==> src/rtl/load_store_ctrl_if.sv <==
// rtl/load_store_ctrl_if.sv - request and data-memory bus bundle for load_store_ctrl
interface load_store_ctrl_if;
    logic        start;
    logic [2:0]  op;
    logic [31:0] addr;
    logic [31:0] wdata;
    logic [31:0] rdata;
    logic        busy;
    logic        done;
    logic        misalign_exc;
    logic [31:0] mem_addr;
    logic        mem_wr;
    logic [31:0] mem_din;
    logic [31:0] mem_dout;

    // master: requester plus memory model; slave: the sequencer
    modport master (
        output start, op, addr, wdata, mem_dout,
        input  rdata, busy, done, misalign_exc, mem_addr, mem_wr, mem_din
    );

    modport slave (
        input  start, op, addr, wdata, mem_dout,
        output rdata, busy, done, misalign_exc, mem_addr, mem_wr, mem_din
    );
endinterface

==> src/rtl/load_store_ctrl.sv <==
// rtl/load_store_ctrl.sv - multicycle load/store sequencer with sub-word read-modify-write
module load_store_ctrl #(
    parameter int unsigned MEM_LAT = 1
) (
    input logic               clk,
    input logic               reset,
    load_store_ctrl_if.slave  bus
);

    typedef enum logic [2:0] {
        IDLE  = 3'd0,
        ISSUE = 3'd1,
        WAIT  = 3'd2,
        WRITE = 3'd3,
        DONE  = 3'd4
    } state_t;

    localparam logic [2:0] OP_LW  = 3'b000;
    localparam logic [2:0] OP_LH  = 3'b001;
    localparam logic [2:0] OP_LHU = 3'b010;
    localparam logic [2:0] OP_LB  = 3'b011;
    localparam logic [2:0] OP_LBU = 3'b100;
    localparam logic [2:0] OP_SW  = 3'b101;
    localparam logic [2:0] OP_SH  = 3'b110;
    localparam logic [2:0] OP_SB  = 3'b111;

    localparam logic [2:0] WAIT_INIT = 3'(MEM_LAT - 1);

    state_t      state_q, state_d;
    logic [2:0]  op_q, op_d;
    logic [1:0]  off_q, off_d;
    logic [15:0] wdata_q, wdata_d;
    logic [2:0]  cnt_q, cnt_d;
    logic [31:0] mem_addr_q, mem_addr_d;
    logic        mem_wr_q, mem_wr_d;
    logic [31:0] mem_din_q, mem_din_d;
    logic [31:0] rdata_q, rdata_d;
    logic        busy_q, busy_d;
    logic        done_q, done_d;
    logic        exc_q, exc_d;

    logic        misaligned;
    logic [7:0]  sel_byte;
    logic [15:0] sel_half;
    logic [31:0] load_val;
    logic [31:0] merged;

    always_comb begin
        misaligned = 1'b0;
        case (bus.op)
            OP_LW, OP_SW:         misaligned = (bus.addr[1:0] != 2'b00);
            OP_LH, OP_LHU, OP_SH: misaligned = bus.addr[0];
            default:              misaligned = 1'b0;
        endcase
    end

    // Extraction and merge work on the live memory word, which is valid
    // in the last WAIT cycle when these results are registered.
    always_comb begin
        sel_byte = 8'h00;
        case (off_q)
            2'd0:    sel_byte = bus.mem_dout[7:0];
            2'd1:    sel_byte = bus.mem_dout[15:8];
            2'd2:    sel_byte = bus.mem_dout[23:16];
            default: sel_byte = bus.mem_dout[31:24];
        endcase
        sel_half = off_q[1] ? bus.mem_dout[31:16] : bus.mem_dout[15:0];

        load_val = bus.mem_dout;
        case (op_q)
            OP_LH:   load_val = {{16{sel_half[15]}}, sel_half};
            OP_LHU:  load_val = {16'h0000, sel_half};
            OP_LB:   load_val = {{24{sel_byte[7]}}, sel_byte};
            OP_LBU:  load_val = {24'h000000, sel_byte};
            default: load_val = bus.mem_dout;
        endcase

        merged = bus.mem_dout;
        if (op_q == OP_SB) begin
            case (off_q)
                2'd0:    merged[7:0]   = wdata_q[7:0];
                2'd1:    merged[15:8]  = wdata_q[7:0];
                2'd2:    merged[23:16] = wdata_q[7:0];
                default: merged[31:24] = wdata_q[7:0];
            endcase
        end else if (off_q[1]) begin
            merged[31:16] = wdata_q;
        end else begin
            merged[15:0] = wdata_q;
        end
    end

    // Every output is a flop; outputs for a state are decided on the edge
    // that enters it.
    always_comb begin
        state_d    = state_q;
        op_d       = op_q;
        off_d      = off_q;
        wdata_d    = wdata_q;
        cnt_d      = cnt_q;
        mem_addr_d = mem_addr_q;
        mem_wr_d   = 1'b0;
        mem_din_d  = mem_din_q;
        rdata_d    = rdata_q;
        busy_d     = busy_q;
        done_d     = 1'b0;
        exc_d      = 1'b0;

        case (state_q)
            IDLE: begin
                if (bus.start) begin
                    op_d    = bus.op;
                    off_d   = bus.addr[1:0];
                    wdata_d = bus.wdata[15:0];
                    busy_d  = 1'b1;
                    if (misaligned) begin
                        state_d = DONE;
                        done_d  = 1'b1;
                        exc_d   = 1'b1;
                    end else begin
                        state_d    = ISSUE;
                        mem_addr_d = {bus.addr[31:2], 2'b00};
                        if (bus.op == OP_SW) begin
                            mem_wr_d  = 1'b1;
                            mem_din_d = bus.wdata;
                        end
                    end
                end
            end
            ISSUE: begin
                if (op_q == OP_SW) begin
                    state_d = DONE;
                    done_d  = 1'b1;
                end else begin
                    state_d = WAIT;
                    cnt_d   = WAIT_INIT;
                end
            end
            WAIT: begin
                if (cnt_q == 3'd0) begin
                    if (op_q == OP_SH || op_q == OP_SB) begin
                        state_d   = WRITE;
                        mem_wr_d  = 1'b1;
                        mem_din_d = merged;
                    end else begin
                        state_d = DONE;
                        done_d  = 1'b1;
                        rdata_d = load_val;
                    end
                end else begin
                    cnt_d = cnt_q - 3'd1;
                end
            end
            WRITE: begin
                state_d = DONE;
                done_d  = 1'b1;
            end
            DONE: begin
                state_d = IDLE;
                busy_d  = 1'b0;
            end
            default: begin
                state_d = IDLE;
                busy_d  = 1'b0;
            end
        endcase
    end

    always_ff @(posedge clk) begin
        if (reset) begin
            state_q    <= IDLE;
            op_q       <= 3'd0;
            off_q      <= 2'd0;
            wdata_q    <= 16'h0000;
            cnt_q      <= 3'd0;
            mem_addr_q <= 32'h0;
            mem_wr_q   <= 1'b0;
            mem_din_q  <= 32'h0;
            rdata_q    <= 32'h0;
            busy_q     <= 1'b0;
            done_q     <= 1'b0;
            exc_q      <= 1'b0;
        end else begin
            state_q    <= state_d;
            op_q       <= op_d;
            off_q      <= off_d;
            wdata_q    <= wdata_d;
            cnt_q      <= cnt_d;
            mem_addr_q <= mem_addr_d;
            mem_wr_q   <= mem_wr_d;
            mem_din_q  <= mem_din_d;
            rdata_q    <= rdata_d;
            busy_q     <= busy_d;
            done_q     <= done_d;
            exc_q      <= exc_d;
        end
    end

    assign bus.mem_addr     = mem_addr_q;
    assign bus.mem_wr       = mem_wr_q;
    assign bus.mem_din      = mem_din_q;
    assign bus.rdata        = rdata_q;
    assign bus.busy         = busy_q;
    assign bus.done         = done_q;
    assign bus.misalign_exc = exc_q;

endmodule
==> src/flat_wrapper.sv <==
// flat-port wrapper written by rule: the top's interface ports become plain ports
module load_store_ctrl_flat 
#(
    parameter int unsigned MEM_LAT = 1
)
  (clk, reset, bus_start, bus_op, bus_addr, bus_wdata, bus_mem_dout, bus_rdata, bus_busy, bus_done, bus_misalign_exc, bus_mem_addr, bus_mem_wr, bus_mem_din);
  load_store_ctrl_if bus_i ();
  input logic clk;
  input logic reset;
  input wire logic [$bits(bus_i.start)-1:0] bus_start;
  input wire logic [$bits(bus_i.op)-1:0] bus_op;
  input wire logic [$bits(bus_i.addr)-1:0] bus_addr;
  input wire logic [$bits(bus_i.wdata)-1:0] bus_wdata;
  input wire logic [$bits(bus_i.mem_dout)-1:0] bus_mem_dout;
  output wire logic [$bits(bus_i.rdata)-1:0] bus_rdata;
  output wire logic [$bits(bus_i.busy)-1:0] bus_busy;
  output wire logic [$bits(bus_i.done)-1:0] bus_done;
  output wire logic [$bits(bus_i.misalign_exc)-1:0] bus_misalign_exc;
  output wire logic [$bits(bus_i.mem_addr)-1:0] bus_mem_addr;
  output wire logic [$bits(bus_i.mem_wr)-1:0] bus_mem_wr;
  output wire logic [$bits(bus_i.mem_din)-1:0] bus_mem_din;
  assign bus_i.start = bus_start;
  assign bus_i.op = bus_op;
  assign bus_i.addr = bus_addr;
  assign bus_i.wdata = bus_wdata;
  assign bus_i.mem_dout = bus_mem_dout;
  assign bus_rdata = bus_i.rdata;
  assign bus_busy = bus_i.busy;
  assign bus_done = bus_i.done;
  assign bus_misalign_exc = bus_i.misalign_exc;
  assign bus_mem_addr = bus_i.mem_addr;
  assign bus_mem_wr = bus_i.mem_wr;
  assign bus_mem_din = bus_i.mem_din;
  load_store_ctrl #(.MEM_LAT(MEM_LAT)) u_core (.clk(clk), .reset(reset), .bus(bus_i));
endmodule
==> config.mk <==
export PLATFORM = sky130hd
export DESIGN_NAME = load_store_ctrl_flat
export DESIGN_NICKNAME = d
export VERILOG_FILES = /design/src/rtl/load_store_ctrl_if.sv /design/src/rtl/load_store_ctrl.sv /design/src/flat_wrapper.sv
export SDC_FILE = /design/constraint.sdc
export NUM_CORES = 1
export LEC_CHECK = 0
export ABC_AREA = 1
export CAP_MARGIN = 20
export CORE_ASPECT_RATIO = 1.75
export CORE_MARGIN = 2
export CORE_UTILIZATION = 35
export DETAILED_ROUTE_END_ITERATION = 10
export HOLD_SLACK_MARGIN = 0.15
export PLACE_DENSITY = 0.73
export REMOVE_ABC_BUFFERS = 1
export SLEW_MARGIN = 20
export SYNTH_ARGS = -nofsm -noshare
export SYNTH_HDL_FRONTEND = slang
export SYNTH_SLANG_ARGS = --single-unit
==> constraint.sdc <==
create_clock -name clk -period 2.8 [get_ports clk]
set_input_delay 0.56 -clock clk [delete_from_list [all_inputs] [get_ports clk]]
set_output_delay 0.56 -clock clk [all_outputs]
set_load 0.1 [all_outputs]
==> out/metrics.yaml <==
status:
  outcome: "completed"
timing:
  grt_setup_unrepaired: "false"
  min_period_ns: 2.30
  report.final.hold_viol_count: 0
  postLayoutSetupSlackWorst_ns: 0.502
  pins_over_their_slew_limit: 0
  maxClockFrequency_mhz: 435
  skew_ns: 0.0123
  max_slew_margin_pct: 39.2
  final_min_period_over_clock_period_pct: 82.1
  worstMarginPinSlew_ns: 0.906
  final-setup-viol-count: 0
cts:
  clock_latency_on_the_worst_skew_pair_ns: 0.43
  cts_root_buf: "sky130_fd_sc_hd__clkbuf_16"
  cts-buffers-inserted: 17
  cts_max_path_buffers: 2
  cts_hold_buf: 0
  cts.htree.levels: 4
  postCtsSetupBuffers: 0
  post_cts_resized: 0
  clkSlewWorstSetupHoldPaths_ns: 0.06
  clock_tree_from_tritoncts: "yes"
  clock_sinks: 125
finish:
  num-nets-final: 1428
  areaGrowthSynthToFinish_pct: 34.8
  fillerInstances: 2092
  final-seq-area_sq_um: 2500
  drive_gt1_share_pct: 13.1
  final_cells: 1587
  final_cell_mix: "sky130_fd_sc_hd__nand2_1 (335), sky130_fd_sc_hd__nor2_1 (203), sky130_fd_sc_hd__dfxtp_1 (124), sky130_fd_sc_hd__buf_4 (113), sky130_fd_sc_hd__o21ai_0 (110)"
  multi_input_comb_area_sq_um: 3790
  most_common_cell_after_layout_fill_and_taps_aside: "sky130_fd_sc_hd__nand2_1"
power:
  power_frac_clock_pct: 37.3
  p_total_mw: 6.19
  p_switching_mw: 2.34
  share_of_power_burned_in_registers_pct: 32.5
  p_leak_nw: 4.64
  p_int_mw: 3.86
  switching_share_pct: 37.7
  irDropWorstVdd_mv: 0.346
  pwr-share-comb_pct: 30.2
  power_per_unit_of_standard_cell_area_nw_per_um2: 646
drt:
  dr_wl_met2_um: 12200
  route.antenna.remaining_nets: 0
  wl_met1_um: 9740
  dr.first_iter.drc_count: 671
  wl_met3_um: 1270
  num_vias: 7919
  route.detailed.drc: 0
  drt-wirelength-per-cell_um: 15.4
  dr.max_layer_used: "met4"
  drt_first_pass_iters: 6
  viasPerCell: 4.99
  postRouteWirelength_um: 24400
die:
  die_outline_area_sq_um: 21500
  num_rows: 69
  core_region_area_sq_um: 20100
  initial_utilization_pct: 35.3
  floorplan.io_pins: 202
  die_w_um: 112
  die_h_um: 193
worst_setup_path:
  path_max_fanout: 27
  cp-start-kind: "register"
  timing.critical_path.to_type: "register"
  arr_time_crit_path_ns: 2.66
  crit_required_ns: 3.17
  worstSetupPathType: "register to register"
  r2r_setup_slack_ns: 0.50
synth:
  synthArstFlopShare_pct: 0
  postSynthRegisterBits: 125
  count_of_different_cell_masters_after_synthesis: 33
  post-synth-top-area-cell: "sky130_fd_sc_hd__dfxtp_1"
  seq_area_frac_synth_pct: 35.2
  syn-cell-area_sq_um: 7110
  synth_enable_flop_cells: 0
  gate_count_of_the_mapped_netlist: 1159
  syn-mean-instance-area_sq_um: 6.14
  dominantRegCellSynth: "sky130_fd_sc_hd__dfxtp_1"
  ys_warn_count: 0
  ys_top_cells_by_area: "sky130_fd_sc_hd__dfxtp_1 (35%), sky130_fd_sc_hd__nand2_1 (18%), sky130_fd_sc_hd__nor2_1 (11%)"
  synth_top_cell_area_share_pct: 35.2
grt:
  grt_pass1_vias: 7457
  grt.overflow.total: 0
  grt_antenna_before_repair: 1
  gr-usage-all-layers_pct: 22.2
  grt_start_max_net_pins: 61
  grt_first_pass_wirelength_um: 37800
placement:
  numPlacedInstances: 1553
  place_congestion: 0.874
  detailed_place_hpwl_um: 17200
  place_worst_setup_slack_ns: 0.457
  io_buffer_count: 199
flow_run:
  cap_violations: 0
worst_hold_path:
  hold_path_class: "register to register"
==> routing by layer <==
metal,vias to the layer above,global-route usage [%]
met4,0,13.9
met1,3546,24.7
met3,70,3.67
li1,3987,-
met2,316,39.0
met5,-,0
==> logic make-up (layout without fill, tap and decap cells) <==
family	Yosys count	in the layout	synth area share, %
compound gates	205	205	16.0
buf+inv	189	366	11.5
other cells	1	4	0.0527
fa+ha+maj	2	2	0.352
flops	125	125	35.2
simple gates	637	637	36.9
==> registers in the layout (all words and copies together), names as in the netlist <==
| register | count |
|---|---|
| u_core.off_q | 2 |
| u_core.bus.mem_wr | 1 |
| u_core.bus.busy | 1 |
| u_core.bus.mem_addr | 30 |
| u_core.wdata_q | 16 |
| u_core.bus.mem_din | 32 |
| u_core.state_q | 3 |
| u_core.bus.misalign_exc | 1 |
| u_core.bus.rdata | 32 |
| u_core.op_q | 3 |
| u_core.cnt_q | 3 |
| u_core.bus.done | 1 |
==> power groups by stage <==
| stage | Combinational, mW | Clock, mW | Sequential (mW) |
|---|---|---|---|
| after floorplan | 0.690 | 0 | 2.64 |
| after global placement | 1.83 | 0 | 2.05 |
| after detailed placement | 1.86 | 0 | 2.05 |
| after CTS | 1.86 | 2.35 | 2.01 |
| after global routing | 2.01 | 2.42 | 2.03 |
| final | 1.87 | 2.31 | 2.02 |
==> final timing paths <==
kind | start | to | cells after the start
max | u_core.off_q[1] | u_core.bus.rdata[24] | 6
min | u_core.cnt_q[0] | u_core.cnt_q[0] | 1
max reg2reg | u_core.off_q[1] | u_core.bus.rdata[24] | 6
min reg2reg | u_core.cnt_q[0] | u_core.cnt_q[0] | 1
==> critical path: stages (launching register included) <==
cell and delay [ns]:
sky130_fd_sc_hd__dfxtp_2 0.68, sky130_fd_sc_hd__clkinv_2 0.37, sky130_fd_sc_hd__o21ai_0 0.35, sky130_fd_sc_hd__nand3_1 0.17
sky130_fd_sc_hd__o21ai_4 0.45, sky130_fd_sc_hd__nor2_1 0.11, sky130_fd_sc_hd__nor2_1 0.10
==> synthesized netlist by cell type, types with 2 or more instances <==
cell and count:
sky130_fd_sc_hd__o21ai_1 12, sky130_fd_sc_hd__nand3_4 3, sky130_fd_sc_hd__ha_1 2, sky130_fd_sc_hd__nor2_1 203, sky130_fd_sc_hd__a21oi_1 41, sky130_fd_sc_hd__nand2_1 335
sky130_fd_sc_hd__nand3b_1 8, sky130_fd_sc_hd__dfxtp_1 125, sky130_fd_sc_hd__nand4_1 2, sky130_fd_sc_hd__buf_2 30, sky130_fd_sc_hd__inv_2 8, sky130_fd_sc_hd__nand3_1 73
sky130_fd_sc_hd__buf_4 4, sky130_fd_sc_hd__inv_1 106, sky130_fd_sc_hd__buf_6 7, sky130_fd_sc_hd__nand3_2 2, sky130_fd_sc_hd__o21ai_0 110, sky130_fd_sc_hd__o211ai_1 39
sky130_fd_sc_hd__clkbuf_1 30, sky130_fd_sc_hd__nor2_2 4, sky130_fd_sc_hd__clkinv_2 2, sky130_fd_sc_hd__nand2_4 2
==> final cells by class <==
type | instances | share of cell area, %
clock buffers | 18 | 4.58
flip-flops and latches | 125 | 26.1
inverters | 117 | 4.64
well taps | 248 | 3.24
repair buffers | 217 | 20.0
clock inverters | 14 | 1.76
multi-input cells | 846 | 39.6
diodes | 2 | 0.0522
==> per-stage QoR <==
| step | utilization [%] | hold WS [ns] | cell area (sq um) | setup TNS, ns |
|---|---|---|---|---|
| floorplan | - | 0.426 | 6740 | -24.86 |
| global placement | 44.6 | 0.432 | 8970 | 0 |
| detailed placement | 44.6 | 0.442 | 8970 | 0 |
| CTS | 47.6 | 0.451 | 9580 | 0 |
| global route | 47.6 | 0.471 | 9580 | 0 |
| finish | 47.6 | 0.446 | 9580 | 0 |
(Power assumes the default switching activity.)
